### config.mk
export PLATFORM = sky130hd
export DESIGN_NAME = mem_arbiter
export DESIGN_NICKNAME = d
export VERILOG_FILES = /design/src/rtl/npc_mem_pkg.sv /design/src/rtl/mem_lane_fmt.sv /design/src/rtl/mem_arbiter.sv
export SDC_FILE = /design/constraint.sdc
export NUM_CORES = 1
export LEC_CHECK = 0
export BUFFER_PORTS_ARGS = -buffer_cell sky130_fd_sc_hd__buf_2
export CORE_ASPECT_RATIO = 0.5
export CORE_MARGIN = 8
export CORE_UTILIZATION = 51
export DETAILED_ROUTE_END_ITERATION = 12
export GPL_ROUTABILITY_DRIVEN = 0
export PLACE_DENSITY = 0.95
export RECOVER_POWER = 25
export SLEW_MARGIN = 20
export SYNTH_ARGS = -nofsm -noshare
export SYNTH_HDL_FRONTEND = slang
export SYNTH_SLANG_ARGS = --single-unit
### constraint.sdc
create_clock -name clk -period 2.8 [get_ports clk]
set_input_delay 0.42 -clock clk [delete_from_list [all_inputs] [get_ports clk]]
set_output_delay 0.42 -clock clk [all_outputs]
set_load 0.05 [all_outputs]
### src/rtl/npc_mem_pkg.sv
// rtl/npc_mem_pkg.sv - shared MemOp codes, FSM states and owner encoding for the data-memory arbiter
// Contents:
//   MEMOP_*      load/store size and extension codes as carried on lsu_memop
//   state_t      arbiter sequencing states
//   OWN_*        which requester owns the access in flight
//   lsu_illegal  alignment / opcode legality of an LSU request
package npc_mem_pkg;

  localparam logic [2:0] MEMOP_B  = 3'b000;
  localparam logic [2:0] MEMOP_H  = 3'b001;
  localparam logic [2:0] MEMOP_W  = 3'b010;
  localparam logic [2:0] MEMOP_BU = 3'b100;
  localparam logic [2:0] MEMOP_HU = 3'b101;

  typedef enum logic [1:0] {
    IDLE  = 2'd0,
    ISSUE = 2'd1,
    WAIT  = 2'd2,
    RESP  = 2'd3
  } state_t;

  localparam logic OWN_IFU = 1'b0;
  localparam logic OWN_LSU = 1'b1;

  // Unsigned opcodes only exist for loads, so a store carrying one is illegal.
  function automatic logic lsu_illegal(logic [1:0] offset, logic wen, logic [2:0] memop);
    logic ill;
    case (memop)
      MEMOP_B:  ill = 1'b0;
      MEMOP_BU: ill = wen;
      MEMOP_H:  ill = offset[0];
      MEMOP_HU: ill = offset[0] | wen;
      MEMOP_W:  ill = (offset != 2'b00);
      default:  ill = 1'b1;
    endcase
    return ill;
  endfunction

endpackage

### src/rtl/mem_lane_fmt.sv
// rtl/mem_lane_fmt.sv - byte-lane formatting between a byte address and a 32-bit memory word
// Ports:
//   offset    in   byte offset within the word (addr[1:0])
//   memop     in   MemOp code
//   wen       in   1 = store formatting, 0 = load
//   wdata_in  in   right-justified store data
//   rdata_in  in   raw memory word
//   wmask     out  byte-enable mask (0000 for loads)
//   wdata_out out  lane-replicated store data (0 for loads)
//   rdata_out out  shifted and sign/zero-extended load data
module mem_lane_fmt
  import npc_mem_pkg::*;
(
  input  logic [1:0]  offset,
  input  logic [2:0]  memop,
  input  logic        wen,
  input  logic [31:0] wdata_in,
  input  logic [31:0] rdata_in,
  output logic [3:0]  wmask,
  output logic [31:0] wdata_out,
  output logic [31:0] rdata_out
);

  logic [31:0] shifted;

  always_comb begin
    wmask     = 4'b0000;
    wdata_out = 32'h0;
    if (wen) begin
      // Replicating across all lanes lets the mask alone pick the target byte(s).
      case (memop[1:0])
        2'b00: begin
          wmask     = 4'b0001 << offset;
          wdata_out = {4{wdata_in[7:0]}};
        end
        2'b01: begin
          wmask     = 4'b0011 << offset;
          wdata_out = {2{wdata_in[15:0]}};
        end
        2'b10: begin
          wmask     = 4'b1111;
          wdata_out = wdata_in;
        end
        default: begin
          wmask     = 4'b0000;
          wdata_out = 32'h0;
        end
      endcase
    end
  end

  always_comb begin
    shifted = rdata_in >> {offset, 3'b000};
    case (memop)
      MEMOP_B:  rdata_out = {{24{shifted[7]}}, shifted[7:0]};
      MEMOP_H:  rdata_out = {{16{shifted[15]}}, shifted[15:0]};
      MEMOP_BU: rdata_out = {24'h0, shifted[7:0]};
      MEMOP_HU: rdata_out = {16'h0, shifted[15:0]};
      default:  rdata_out = shifted;
    endcase
  end

endmodule

### src/rtl/mem_arbiter.sv
// rtl/mem_arbiter.sv - single-owner IFU/LSU arbiter and sequencer for the data-memory port
// Ports:
//   clk, rst_n                         clock, synchronous active-low reset
//   ifu_req_* / ifu_addr               IFU fetch request (4-byte read)
//   ifu_rsp_valid/data/err             IFU response pulse
//   lsu_req_* / lsu_addr/wen/memop/wdata   LSU load/store request
//   lsu_rsp_valid/data/err             LSU response pulse
//   mem_valid/addr/wen/wdata/wmask     one-cycle access strobe to memory
//   mem_rsp_valid/rdata                memory completion and read word
module mem_arbiter
  import npc_mem_pkg::*;
#(
  parameter int unsigned STARVE_MAX = 3
) (
  input  logic        clk,
  input  logic        rst_n,
  input  logic        ifu_req_valid,
  output logic        ifu_req_ready,
  input  logic [31:0] ifu_addr,
  output logic        ifu_rsp_valid,
  output logic [31:0] ifu_rsp_data,
  output logic        ifu_rsp_err,
  input  logic        lsu_req_valid,
  output logic        lsu_req_ready,
  input  logic [31:0] lsu_addr,
  input  logic        lsu_wen,
  input  logic [2:0]  lsu_memop,
  input  logic [31:0] lsu_wdata,
  output logic        lsu_rsp_valid,
  output logic [31:0] lsu_rsp_data,
  output logic        lsu_rsp_err,
  output logic        mem_valid,
  output logic [31:0] mem_addr,
  output logic        mem_wen,
  output logic [31:0] mem_wdata,
  output logic [3:0]  mem_wmask,
  input  logic        mem_rsp_valid,
  input  logic [31:0] mem_rdata
);

  state_t      state_q, state_d;
  logic [3:0]  starve_cnt;
  logic        owner_q;
  logic [31:0] addr_q;
  logic        wen_q;
  logic [2:0]  memop_q;
  logic [31:0] wdata_q;
  logic        err_q;
  logic [31:0] rsp_data_q;

  logic        ifu_win, lsu_win, accept, acc_illegal, ifu_forced;
  logic [3:0]  fmt_wmask;
  logic [31:0] fmt_wdata, fmt_rdata;

  // IFU takes priority only once LSU has won STARVE_MAX times in a row over it.
  assign ifu_forced  = ifu_req_valid && (starve_cnt == 4'(STARVE_MAX));
  assign lsu_win     = lsu_req_valid && !ifu_forced;
  assign ifu_win     = ifu_req_valid && !lsu_win;
  assign accept      = (state_q == IDLE) && rst_n && (ifu_win || lsu_win);
  assign acc_illegal = lsu_win ? lsu_illegal(lsu_addr[1:0], lsu_wen, lsu_memop)
                               : (ifu_addr[1:0] != 2'b00);

  mem_lane_fmt u_fmt (
    .offset    (addr_q[1:0]),
    .memop     (memop_q),
    .wen       (wen_q),
    .wdata_in  (wdata_q),
    .rdata_in  (mem_rdata),
    .wmask     (fmt_wmask),
    .wdata_out (fmt_wdata),
    .rdata_out (fmt_rdata)
  );

  always_ff @(posedge clk) begin
    if (!rst_n) state_q <= IDLE;
    else        state_q <= state_d;
  end

  always_comb begin
    state_d       = state_q;
    ifu_req_ready = 1'b0;
    lsu_req_ready = 1'b0;
    ifu_rsp_valid = 1'b0;
    ifu_rsp_data  = 32'h0;
    ifu_rsp_err   = 1'b0;
    lsu_rsp_valid = 1'b0;
    lsu_rsp_data  = 32'h0;
    lsu_rsp_err   = 1'b0;
    mem_valid     = 1'b0;
    mem_addr      = 32'h0;
    mem_wen       = 1'b0;
    mem_wdata     = 32'h0;
    mem_wmask     = 4'b0000;
    case (state_q)
      IDLE: begin
        ifu_req_ready = rst_n && ifu_win;
        lsu_req_ready = rst_n && lsu_win;
        if (accept) state_d = acc_illegal ? RESP : ISSUE;
      end
      ISSUE: begin
        mem_valid = 1'b1;
        mem_addr  = {addr_q[31:2], 2'b00};
        mem_wen   = wen_q;
        mem_wdata = fmt_wdata;
        mem_wmask = fmt_wmask;
        state_d   = WAIT;
      end
      WAIT: begin
        if (mem_rsp_valid) state_d = RESP;
      end
      RESP: begin
        if (owner_q == OWN_LSU) begin
          lsu_rsp_valid = 1'b1;
          lsu_rsp_data  = rsp_data_q;
          lsu_rsp_err   = err_q;
        end else begin
          ifu_rsp_valid = 1'b1;
          ifu_rsp_data  = rsp_data_q;
          ifu_rsp_err   = err_q;
        end
        state_d = IDLE;
      end
      default: state_d = IDLE;
    endcase
  end

  always_ff @(posedge clk) begin
    if (!rst_n) begin
      starve_cnt <= 4'd0;
      owner_q    <= OWN_IFU;
      addr_q     <= 32'h0;
      wen_q      <= 1'b0;
      memop_q    <= MEMOP_W;
      wdata_q    <= 32'h0;
      err_q      <= 1'b0;
      rsp_data_q <= 32'h0;
    end else begin
      if (accept) begin
        err_q      <= acc_illegal;
        rsp_data_q <= 32'h0;
        if (lsu_win) begin
          owner_q <= OWN_LSU;
          addr_q  <= lsu_addr;
          wen_q   <= lsu_wen;
          memop_q <= lsu_memop;
          wdata_q <= lsu_wdata;
          if (ifu_req_valid && starve_cnt != 4'hF) starve_cnt <= starve_cnt + 4'd1;
        end else begin
          owner_q    <= OWN_IFU;
          addr_q     <= ifu_addr;
          wen_q      <= 1'b0;
          memop_q    <= MEMOP_W;
          wdata_q    <= 32'h0;
          starve_cnt <= 4'd0;
        end
      end
      // Stores return zero data; only loads capture the formatted word.
      if (state_q == WAIT && mem_rsp_valid) rsp_data_q <= wen_q ? 32'h0 : fmt_rdata;
    end
  end

endmodule

==> summary by stage, run 1 <==
Global routing
The pin count of the biggest net entering global routing is 61. met2 is the most crowded layer. The via count of the first global-routing pass is 6151. After global routing the overflow that remains totals 0.

The first-pass GRT wire length is 31300 um. In the global route stage, overall resource usage came out at 24.5%. The number of antenna violations at the first check in global routing was 0.

The global routing usage on met2 is 43.1%. The met3 global-route usage is 8.08%. The met1 usage is 27.2%.

Clock tree
Once the clock tree was built, the resizer swapped 0 gates to a different size. No sink is reached through more buffers than the 2 on the longest clock path. For this design, the CTS-stage hold fixing added 0 buffers. The clock sink count is 108. CTS built an H-tree with a depth of 3.

The number of setup buffers added after CTS is 0. Buffers inserted during clock tree synthesis total 9. The CTS tree is yes. Clock tree synthesis selected as its root buffer the cell clkbuf_16. After clock tree synthesis, the clock-pin slew on the worst setup and hold paths is 0.07 ns.

The clock latency of the later-clocked register in the worst-skew pair is 0.34 ns.

Timing
Setup violations remaining at the end of the flow were counted as 0. Based on the critical path, the design can be clocked at up to 400 MHz. Headroom to the max-slew limit came out at 38.7%.

The number of hold violations in the final report is 0. The setup skew after layout is 0.00616 ns. Setup repair after global routing left no endpoint under its margin. The final setup TNS is 0 ns.

The post-route fraction of the period consumed by the critical path is 89.2%. Counting I/O delays and the setup requirement, the final critical path takes 2.50 ns. The final max-slew violation count is 0. For the pin with the worst max-slew slack, the measured transition is 0.920 ns.

Route
The via count is 6280. In the routed layout, each cell is associated on average with a via count of 5.77. The number of iterations in the first detailed-routing pass is 5. Once detail routing completed, the nets flagged for antenna violations numbered 0. The routed wire length per instance is 18.5 um. For this run, design rule violations remaining after detail routing come to 0. The post-detailed-routing wire length is 20200 um. After the first detailed-routing iteration, the DRC count stood at 367.

Final layout
The total non-filler cell area in the finished layout is 7660 um2. The leading cell type in the layout, fill and taps excluded is buf_2. The multi-input combinational cells in the finished layout cover a total of 3530 um2. The number of fillers in the final layout is 900. At the end of the flow the core is filled with cells to 68.9%.

The layout-stage area growth over the synthesis result is 29.9%. The top cell types in the final layout, fill and taps aside, are 273 x buf_2, 107 x dfxtp_1, 85 x nand2_1, 73 x and2_1, 64 x nor2_1. At the end of the flow, the number of nets in the layout was 1083. Cells with a size suffix above 1 make up 36.0% of the layout.

The area occupied by registers is 2160 um2. The antenna cell count is 0.

Worst hold path
The class of the worst hold path is input port to flop.

Synth
Synthesis handed over a netlist of 702 instances. The post-synthesis cell type count is 52. Yosys attributes the largest share of cell area to dfxtp_1 37%, and2_1 7.7%, nand2_1 5.4%, a21oi_1 4.9%, a22o_1 4.8%. The yosys synthesis warning count is 0. The number of enable-type register cells in the synthesized netlist is 0. The synthesized design contains 108 register bits. Sequential elements use 36.7% of the synthesized area. The top-area cell type share of the netlist area is 36.7%.

The synthesized area per cell is 8.40 um2. In the synthesized netlist the dominant register cell turns out to be dfxtp_1. The largest total area in the synthesized netlist belongs to dfxtp_1. The share of async-settable or async-resettable flops after synthesis is 0%. The mapped netlist covers 5900 um2.

Floorplan
The die covers 15500 um2. The number of placement rows is 27. The die is 168 um wide. The die is 92.0 um tall. The floorplan step defined a core boundary enclosing 11100 um2. The initial core utilization is 53.1%. The number of top-level pins is 277.

Placement
The cell area after placement is 7400 um2. The count of port buffers added during placement is 274. The half-perimeter wire length of the detailed placement result is 15400 um.

Worst setup path
The data arrival at the endpoint of the critical path is 2.08 ns. The setup path with the least slack is of type flop to output pin. Along the worst path, the maximum fanout reaches 8.

The required time of the worst setup path is 2.38 ns. The capturing element type of the critical path is an output pin. STA classifies the critical path startpoint as a flop.

Pwr
The leakage power of the design is 3.64 nW. Cell internal power was estimated by the tool at 3.23 mW. The worst IR drop on VDD is 0.356 mV. In this run the power density over the cells is 684 nW/um2.

The portion of total power attributed to combinational logic is 37.0%. The net switching fraction of the power is 38.4%. The net switching power is 2.01 mW. Sequential cells burn 39.5% of the power. The relative contribution of the clock network to total power is 23.5%. Summing internal, switching and leakage power gives 5.24 mW.

Run
The total of max-cap violations is 0.

Outcome
The run finished with clean final reports.
-- state kept, by name, summed over array words and instances (netlist names) --
name	flops
memop_q	3
starve_cnt	4
err_q	1
owner_q	1
wen_q	1
state_q	2
rsp_data_q	32
addr_q	32
wdata_q	32
-- routing by layer --
| metal | routed length [um] | share of wire, % | vias up |
|---|---|---|---|
| met3 | 1930 | 9.6 | 57 |
| met5 | 0 | 0 | - |
| met2 | 9790 | 49 | 315 |
| met4 | 685 | 3.4 | 0 |
| li1 | - | - | 2984 |
| met1 | 7750 | 38 | 2924 |
-- per-stage QoR --
stage | setup slack (ns) | hold WS [ns] | std cells
6_report | 0.303 | 0.291 | 1089
3_3_place_gp | 0.666 | 0.458 | 1074
4_1_cts | 0.141 | 0.276 | 1089
3_5_place_dp | 0.514 | 0.456 | 1074
5_1_grt | 0.174 | 0.279 | 1089
2_1_floorplan | 0.105 | 0.438 | 703
-- synth_stat cells (3+ instances only) --
library cell / instances
dfxtp_1: 108
nand2_1: 85
and2_1: 73
nor2_1: 64
a21oi_1: 58
clkbuf_1: 37
and3_1: 34
a22o_1: 32
a311oi_1: 30
a22oi_1: 27
buf_2: 16
o2bb2ai_1: 15
mux2i_1: 13
nor2b_1: 13
a2bb2oi_1: 8
mux2_2: 8
mux4_2: 8
o21ai_0: 8
ha_1: 6
buf_1: 5
nand3_1: 5
buf_6: 4
inv_1: 4
nor3_1: 4
buf_4: 3
nand3b_1: 3
-- kinds of logic after synthesis --
kind of cell    count (synthesis)  synth area share, %
simple gates                  293                 25.5
other cells                     1               0.0636
buf+inv                        71                 5.56
flops                         108                 36.7
compound gates                194                 24.1
mux                            29                 6.79
fa+ha+maj                       6                 1.27
-- power by group through the flow --
| stage | Sequential, mW | Clock [mW] | Combinational, mW |
|---|---|---|---|
| finish | 2.07 | 1.23 | 1.94 |
| global route | 2.10 | 1.32 | 2.11 |
| CTS | 2.06 | 1.26 | 1.94 |
| detailed placement | 2.09 | 0 | 1.93 |
| global placement | 2.07 | 0 | 1.87 |
| floorplan | 1.99 | 0 | 1.52 |
-- layout make-up --
| type | count | area share (%) |
|---|---|---|
| clock inverters | 4 | 0.669 |
| repair buffers | 291 | 19.4 |
| well taps | 145 | 2.37 |
| inverters | 6 | 0.294 |
| multi-input cells | 524 | 46.0 |
| clock buffers | 11 | 3.04 |
| flip-flops and latches | 108 | 28.2 |
-- final timing paths --
check / startpoint / endpoint / slack [ns] / depth (start not counted)
max: memop_q[1]$_SDFFE_PN1P_ / mem_wdata[16] / 0.30 / 5
min: lsu_wdata[10] / wdata_q[10]$_SDFFE_PN0P_ / 0.29 / 2
max reg2reg: state_q[0]$_SDFFE_PN0P_ / rsp_data_q[23]$_SDFFE_PN0P_ / 0.40 / 7
min reg2reg: starve_cnt[1]$_SDFFE_PN0P_ / starve_cnt[1]$_SDFFE_PN0P_ / 0.47 / 2
-- worst max-delay path, cell delays in order, from the launching register on --
cell and delay, ns:
dfxtp_1 0.33, clkinv_1 0.31, nor2_1 0.53, a21oi_1 0.14, nor2_1 0.14, buf_2 0.28
Power figures use the tool's default switching activity.
==> inputs of run 2 (changes only) <==
--- a/config.mk
+++ b/config.mk
@@ -8,7 +8,8 @@
 export BUFFER_PORTS_ARGS = -buffer_cell sky130_fd_sc_hd__buf_2
 export CORE_ASPECT_RATIO = 0.5
 export CORE_MARGIN = 8
-export CORE_UTILIZATION = 51
+export CORE_UTILIZATION = 52
+export CTS_BUF_LIST = sky130_fd_sc_hd__clkbuf_8
 export DETAILED_ROUTE_END_ITERATION = 12
 export GPL_ROUTABILITY_DRIVEN = 0
 export PLACE_DENSITY = 0.95
==> run 2 against run 1 <==
  * Total power down 4.0%
  * Worst setup slack got worse by 0.082 ns
  * Largest power group unchanged
  * Largest cell class unchanged
  * Register-to-register slack lost 0.18 ns
  * Wire length fell by 0.78%
  * Utilization up 0.16 points
  * Sequential share of layout area up 0.18 points
  * Sequential power barely moved
  * Combinational power about the same
  * Sequential cell count unchanged
  * Critical path depth increased by 2
  * First-iteration DRC count rose by 36%
==> summary by stage, run 2 (synthesized netlist as in run 1, its figures left out) <==
Route
The count of antenna-violating nets left after detailed routing is 0 (unchanged). The routed wire length per instance is 18.3 um (-0.96%). The number of DRC violations after detailed routing came to 0 (unchanged). The vias per cell was 5.75 (-0.22%). The number of iterations in the first detailed-routing pass came to 5 (unchanged). The post-detailed-routing wire length came to 20000 um (-0.78%). The via count is 6278 (-0.032%). The first-iteration detailed-routing DRC count is 500 (+36%).

Worst setup path
The worst setup path is of the flop to flop kind. The required time of the worst setup path is 3.10 ns (+0.72 ns). Walking the worst path, the cells encountered are inv_1, ha_1, o211a_2, a21oi_4, clkbuf_1, and2_1, o2bb2ai_1. The maximum single-stage delay on the critical path is 0.82 ns (+0.29 ns).

STA classifies the critical path startpoint as a flop. The library cell contributing the largest single delay on the critical path is clkbuf_1. The maximum net fanout on the critical path was 25 (+17). The worst setup path is captured at a flop.

The data arrival at the endpoint of the critical path came to 2.88 ns (+0.80 ns).

Final layout
The multi-input gate area in the final layout is 3530 um2 (unchanged). The largest registers in the layout are addr_q (32), rsp_data_q (32), wdata_q (32). The antenna cell count came to 0 (unchanged). The area growth from synthesis to layout is 29.0%.

The number of fillers in the final layout is 846 (-6.0%). Leaving out fill and tap cells, the most frequent cells in the layout are 268 x buf_2, 108 x dfxtp_1, 85 x nand2_1, 73 x and2_1, 64 x nor2_1. The final net count is 1085 (+0.18%). The share of final-layout standard cells stronger than drive strength 1 is 35.7% (-0.29 points). The leading cell type in the layout, fill and taps excluded is buf_2. The area occupied by registers came to 2160 um2 (about the same).

Timing
The headroom to the max-slew limit was 27.2% (-12 points). The post-route fraction of the period consumed by the critical path came to 92.1% (+2.9 points). The total of endpoints with negative setup slack in the final report came to 0 (unchanged). Setup repair after global routing left no endpoint under its margin. The worst-margin pin slew is 1.09 ns (+0.173 ns). The minimum clock period after layout came to 2.58 ns (+0.0819 ns).

The setup skew after layout is 0.00995 ns (+0.00379 ns). The setup slack after layout is 0.221 ns (-0.0819 ns). The peak clock frequency supported by timing is 388 MHz (-3.2%). The number of hold violations in the final report is 0 (unchanged). The final max-slew violation count was 0 (unchanged). The final setup TNS is 0 ns (unchanged).

Clock tree
The number of buffers created by CTS came to 9 (unchanged). TritonCTS built the clock tree. The maximum clock insertion buffer count is 2 (unchanged). The clock sink count is 108 (unchanged). The total number of H-tree levels is 3 (unchanged). The number of setup buffers added after CTS was 0 (unchanged).

The clock root buffer master is clkbuf_8. The clock latency of the later-clocked register in the worst-skew pair is 0.37 ns (+0.03 ns). The hold buffer count at cts came to 0 (unchanged). The post-cts gate resize count is 0 (unchanged). The clock transition at the registers of the reported paths came to 0.10 ns (+0.03 ns).

Global routing
The pin count of the biggest net entering global routing was 61 (unchanged). The first-pass GRT wire length is 32300 um (+3.2%). The global-route usage over all layers was 25.2% (+0.65 points). The via count of the first global-routing pass is 6341 (+3.1%). The final global-route overflow total is 0 (unchanged).

The number of antenna violations at the first check in global routing came to 0 (unchanged).

Placement
The worst setup timing slack at the placement stage was 0.654 ns (+0.140 ns). The count of port buffers added during placement came to 274 (unchanged). The half-perimeter wire length of the detailed placement result came to 15400 um (+0.20%).

Worst hold path
The min-delay analysis places its worst path in the category input port to flop.

Floorplan
The number of placement rows is 27 (unchanged). The area of the core region is 11000 um2 (-0.91%). The total die area was 15200 um2 (-1.7%). The number of top-level pins is 277 (unchanged). The die outline width is 167 um (-0.87%). The initial core utilization is 53.5% (+0.49 points). The vertical extent of the die is 91.3 um (-0.80%).

Outcome
The run finished with clean final reports.

Pwr
The worst IR drop on VDD came to 0.372 mV (+4.4%). The areal power density over the cells was 661 nW/um2 (-3.3%). The leakage power of the design is 3.60 nW (-0.92%).

Run
The total of max-cap violations is 0 (unchanged).
run 2: cell types whose count changed in the layout (fill, tap and decap cells not counted), sizes merged:
cell,delta
buf,-1
bufinv,+1
clkbuf,+1
inv,+1
run 2: worst paths after layout:
kind	start	to	slack, ns	depth (start not counted)
min	lsu_wdata[0]	wdata_q[0]$_SDFFE_PN0P_	0.27	2
max reg2reg	state_q[0]$_SDFFE_PN0P_	rsp_data_q[10]$_SDFFE_PN0P_	0.22	7
min reg2reg	starve_cnt[1]$_SDFFE_PN0P_	starve_cnt[1]$_SDFFE_PN0P_	0.49	2
max	state_q[0]$_SDFFE_PN0P_	rsp_data_q[10]$_SDFFE_PN0P_	0.22	7
run 2: layer usage:
metal / track usage, % / wire length (um)
met1: 28.1 / 7970
met2: 45.4 / 9960
met3: 7.08 / 1570
met4: 9.31 / 493
met5: 0 / 0
run 2: critical path, delay by kind of cell, from the launching register on:
kind / cells / cell delay [ns]
compound gates: 3 / 0.48
fa+ha+maj: 1 / 0.30
buf+inv: 2 / 0.92
flops: 1 / 0.39
simple gates: 1 / 0.42
run 2: report_power, final:
group	internal [mW]	switching (mW)
clock	0.493	0.520
combinational	0.716	1.25
sequential	1.83	0.216
run 2: metrics by stage:
step           area (um2)  instances  power, mW  utilization, %  hold slack [ns]
2_1_floorplan        6020        703       3.51               -            0.438
3_5_place_dp         7430       1076       4.03            67.5            0.464
5_1_grt              7610       1091       5.33            69.1            0.249
3_3_place_gp         7430       1076       3.96            67.5            0.458
4_1_cts              7640       1091       5.04            69.3            0.251
6_report             7610       1091       5.03            69.1            0.269
run 2: final cells by class:
cell class | count | share of cell area, %
Sequential cell | 108 | 28.4
Clock buffer | 9 | 1.63
Inverter | 6 | 0.296
Timing Repair Buffer | 293 | 19.8
Tap cell | 145 | 2.38
Clock inverter | 6 | 1.07
Multi-Input combinational cell | 524 | 46.4
==> inputs of run 3 (changes only) <==
--- a/config.mk
+++ b/config.mk
@@ -8,7 +8,7 @@
 export BUFFER_PORTS_ARGS = -buffer_cell sky130_fd_sc_hd__buf_2
 export CORE_ASPECT_RATIO = 0.5
 export CORE_MARGIN = 8
-export CORE_UTILIZATION = 52
+export CORE_UTILIZATION = 54
 export CTS_BUF_LIST = sky130_fd_sc_hd__clkbuf_8
 export DETAILED_ROUTE_END_ITERATION = 12
 export GPL_ROUTABILITY_DRIVEN = 0
@@ -17,4 +17,5 @@
 export SLEW_MARGIN = 20
 export SYNTH_ARGS = -nofsm -noshare
 export SYNTH_HDL_FRONTEND = slang
+export SYNTH_HIERARCHICAL = 1
 export SYNTH_SLANG_ARGS = --single-unit
==> run 3 against run 2 <==
  * Sequential cell count did not move
  * Count of clock-buffer cells in the layout did not move
  * Sequential share of layout area fell by 2.0 points
  * Combinational power rose by 18%
  * Synthesized cell count rose by 14%
  * Global-route usage fell by 1.2 points
  * Die area rose by 8.9%
  * Register-to-register slack improved by 0.07 ns
  * Critical path type is now flop to output pin
  * Critical endpoint is now ifu_rsp_data[27]
==> summary by stage, run 3 <==
Worst setup path
The critical path ends at ifu_rsp_data[27]. The setup path with the least slack is of type flop to output pin. The startpoint of the worst setup timing path is state_q[0]$_SDFFE_PN0P_. The setup slack on the worst flop-to-flop path is 0.29 ns (+0.07 ns). The maximum net fanout on the critical path was 21 (-16%). The capturing element type of the critical path is an output pin. The worst reg2reg path startpoint is starve_cnt[0]$_SDFFE_PN0P_. The worst setup path is launched from a flop. The end of the worst register-to-register path is addr_q[20]$_SDFFE_PN0P_. The required time of the worst setup path is 2.38 ns (-0.72 ns). The cell count of the worst reg-to-reg path is 5 (-2). The data arrival at the endpoint of the critical path is 2.10 ns (-0.78 ns).

Timing
The worst-margin pin slew is 1.43 ns (+0.338 ns). The post-route fraction of the period consumed by the critical path came to 90.2% (-1.9 points). The peak clock frequency supported by timing came to 396 MHz (+2.2%). The number of hold violations in the final report was 0 (unchanged).

The setup skew after layout is 0.00946 ns (-0.000493 ns). The headroom to the max-slew limit is 4.53% (-23 points). The final setup TNS is 0 ns (unchanged). The minimum clock period after layout came to 2.52 ns (-0.0543 ns). The total of endpoints with negative setup slack in the final report came to 0 (unchanged).

The final max-slew violation count was 0 (unchanged). Setup repair after global routing left no endpoint under its margin.

Synth
The number of enable-type register cells in the synthesized netlist is 0 (unchanged). The most used flip-flop cell after synthesis is dfxtp_1. The cell area after synthesis came to 6760 um2 (+15%). The share of async-settable or async-resettable flops after synthesis is 0% (unchanged). The post-synthesis cell type count is 58 (+12%). Ranked by total cell area, the synthesized netlist is headed by dfxtp_1 32%, and2_1 12%, a311oi_2 6.2%, nor2_1 4.6%, a22o_1 4.3%. The most common cell in the synthesized netlist is and2_1. The synthesized area per cell is 8.44 um2 (+0.42%). The synthesized netlist cell count is 801 (+14%). The flip-flop and latch count after synthesis is 108 (unchanged). The yosys synthesis warning count is 6 (+6).

The top-area cell type share of the netlist area is 32.0% (-4.7 points). The post-synthesis sequential area ratio is 32.0% (-4.7 points). Sorting the synthesized cells by how often they occur yields 126 x and2_1, 108 x dfxtp_1, 82 x nor2_1. The synthesized design spends more area on one cell type than any other, namely dfxtp_1.

Route
The number of DRC violations after detailed routing is 0 (unchanged). The via count came to 6802 (+8.3%). The routed wire length per instance is 17.2 um (-6.3%). The vias per cell came to 5.63 (-2.1%). The post-detailed-routing wire length is 20800 um (+3.8%). The number of iterations in the first detailed-routing pass is 5 (unchanged). The count of antenna-violating nets left after detailed routing is 0 (unchanged).

The first-iteration detailed-routing DRC count is 414 (-17%).

Final layout
The share of final-layout standard cells stronger than drive strength 1 came to 37.6% (+1.8 points). The final net count came to 1176 (+8.4%). The number of fillers in the final layout was 992 (+17%). The leading cell type in the layout, fill and taps excluded is buf_2.

Relative to the synthesized area, the layout overhead comes to 21.3%. The total non-filler cell area in the finished layout is 8200 um2 (+7.7%). Leaving out fill and tap cells, the most frequent cells in the layout are 273 x buf_2, 126 x and2_1, 108 x dfxtp_1, 81 x nor2_1, 62 x nand2_1. The largest registers in the layout are addr_q (32), rsp_data_q (32), wdata_q (32). The antenna cell count is 0 (unchanged).

Outcome
The run finished with clean final reports.

Placement
The half-perimeter wire length of the detailed placement result came to 16000 um (+3.7%). The count of port buffers added during placement is 274 (unchanged). The cell area after placement was 8090 um2 (+8.9%).

Floorplan
The vertical extent of the die was 95.1 um (+4.2%). The initial core utilization was 54.3% (+0.74 points). The number of placement rows is 29 (+7.4%). The number of top-level pins is 277 (unchanged). The total die area is 16600 um2 (+8.9%). The area of the core region is 12400 um2 (+13%). The die outline width came to 174 um (+4.6%).

Clock tree
The total number of H-tree levels is 3 (unchanged). The hold buffer count at cts is 0 (unchanged). The clock sink count was 108 (unchanged). The number of setup buffers added after CTS came to 0 (unchanged). The clock transition at the registers of the reported paths came to 0.11 ns (about the same). The clock root buffer master is clkbuf_8.

The number of buffers created by CTS is 9 (unchanged). The CTS tree is yes. The clock latency of the later-clocked register in the worst-skew pair came to 0.37 ns (about the same). The maximum clock insertion buffer count is 2 (unchanged).

Global routing
The via count of the first global-routing pass is 6747 (+6.4%). The number of antenna violations at the first check in global routing came to 0 (unchanged). The pin count of the biggest net entering global routing was 63 (+3.3%). The global-route usage over all layers was 24.0% (-1.2 points). The first-pass GRT wire length is 33100 um (+2.5%). The final global-route overflow total is 0 (unchanged).

Pwr
The leakage power of the design is 3.88 nW (+7.7%). The total power consumption of the routed design came to 5.25 mW (+4.3%). The worst IR drop on VDD was 0.387 mV (+4.1%). The areal power density over the cells is 640 nW/um2 (-3.2%).

Run
The total of max-cap violations was 0 (unchanged).

Worst hold path
The tightest min-delay check is of the input port to flop type.
==> run 3: changes by cell type after synthesis, moves of 15 or more <==
cell	previous run	this run
nand2_2	0	28
o211ai_1	2	17
nor2_1	64	82
o2bb2ai_1	15	0
a21oi_1	58	27
nand2_1	85	62
a311oi_2	0	28
o21a_1	1	20
and2_1	73	126
a311oi_1	30	2
==> run 3: critical path: stages, from the launching register on <==
cell,delay [ns]
dfxtp_1,0.41
ha_1,0.18
nor2b_2,0.42
buf_4,0.30
and2_1,0.16
buf_2,0.26
==> run 3: through the flow <==
step           worst slack, ns  instances  hold WS [ns]  utilization (%)
6_report                 0.275       1208         0.263             65.9
5_1_grt                 0.0570       1208         0.241             65.9
4_1_cts                  0.125       1208         0.249             66.5
3_5_place_dp             0.541       1192         0.454             65.0
3_3_place_gp             0.694       1192         0.461             65.0
2_1_floorplan            0.384        802         0.434                -
==> run 3: layer usage <==
layer	GRT usage, %	wire (um)	up-vias
met5	0	0	-
li1	-	-	3254
met1	25.7	7740	3162
met4	11.6	767	0
met2	44.3	10700	322
met3	6.40	1590	64
==> run 3: where the power goes <==
group          switching [mW]  total, mW  internal (mW)
logic                    1.48       2.33          0.846
registers               0.231       2.06           1.83
clock network           0.535      0.860          0.324
==> run 3: repair_timing <==
item                                   4_1_cts  5_1_grt
setup endpoints to repair                    0        7
gates resized for setup                      0        1
endpoints found under the hold margin        0        0
==> run 3: cell type report <==
cell class / count / area (um2) / share of cell area, %
clock buffer: 9 / 124 / 1.51
clock inverter: 7 / 53.8 / 0.656
inverter: 4 / 15.0 / 0.183
multi-input combinational: 616 / 4100 / 50.0
sequential: 108 / 2160 / 26.4
tap: 170 / 213 / 2.60
timing repair buffer: 294 / 1530 / 18.6
==> run 3: cells by family (layout without fill, tap and decap cells) <==
family / count (synthesis) / in the layout / share of synthesized area, %
AND/OR/NAND/NOR: 384 / 384 / 30.8
AO/OA/AOI/OAI: 187 / 187 / 23.9
flip-flops: 108 / 108 / 32.0
buffers and inverters: 78 / 314 / 6.59
multiplexers: 35 / 35 / 5.37
adder cells (fa/ha/maj): 6 / 6 / 1.11
XOR/XNOR: 2 / 2 / 0.259
other: 1 / 2 / 0.0555
==> run 3: worst min path at each step <==
stage	start	cells after the start	slack, ns	endpoint
after floorplan	wdata_q[24]$_SDFFE_PN0P_	1	0.43	wdata_q[24]$_SDFFE_PN0P_
after global placement	starve_cnt[1]$_SDFFE_PN0P_	2	0.46	starve_cnt[1]$_SDFFE_PN0P_
after detailed placement	wdata_q[31]$_SDFFE_PN0P_	1	0.45	wdata_q[31]$_SDFFE_PN0P_
after CTS	lsu_wdata[15]	2	0.25	wdata_q[15]$_SDFFE_PN0P_
after global routing	lsu_wdata[21]	2	0.24	wdata_q[21]$_SDFFE_PN0P_
final	lsu_wdata[20]	2	0.26	wdata_q[20]$_SDFFE_PN0P_
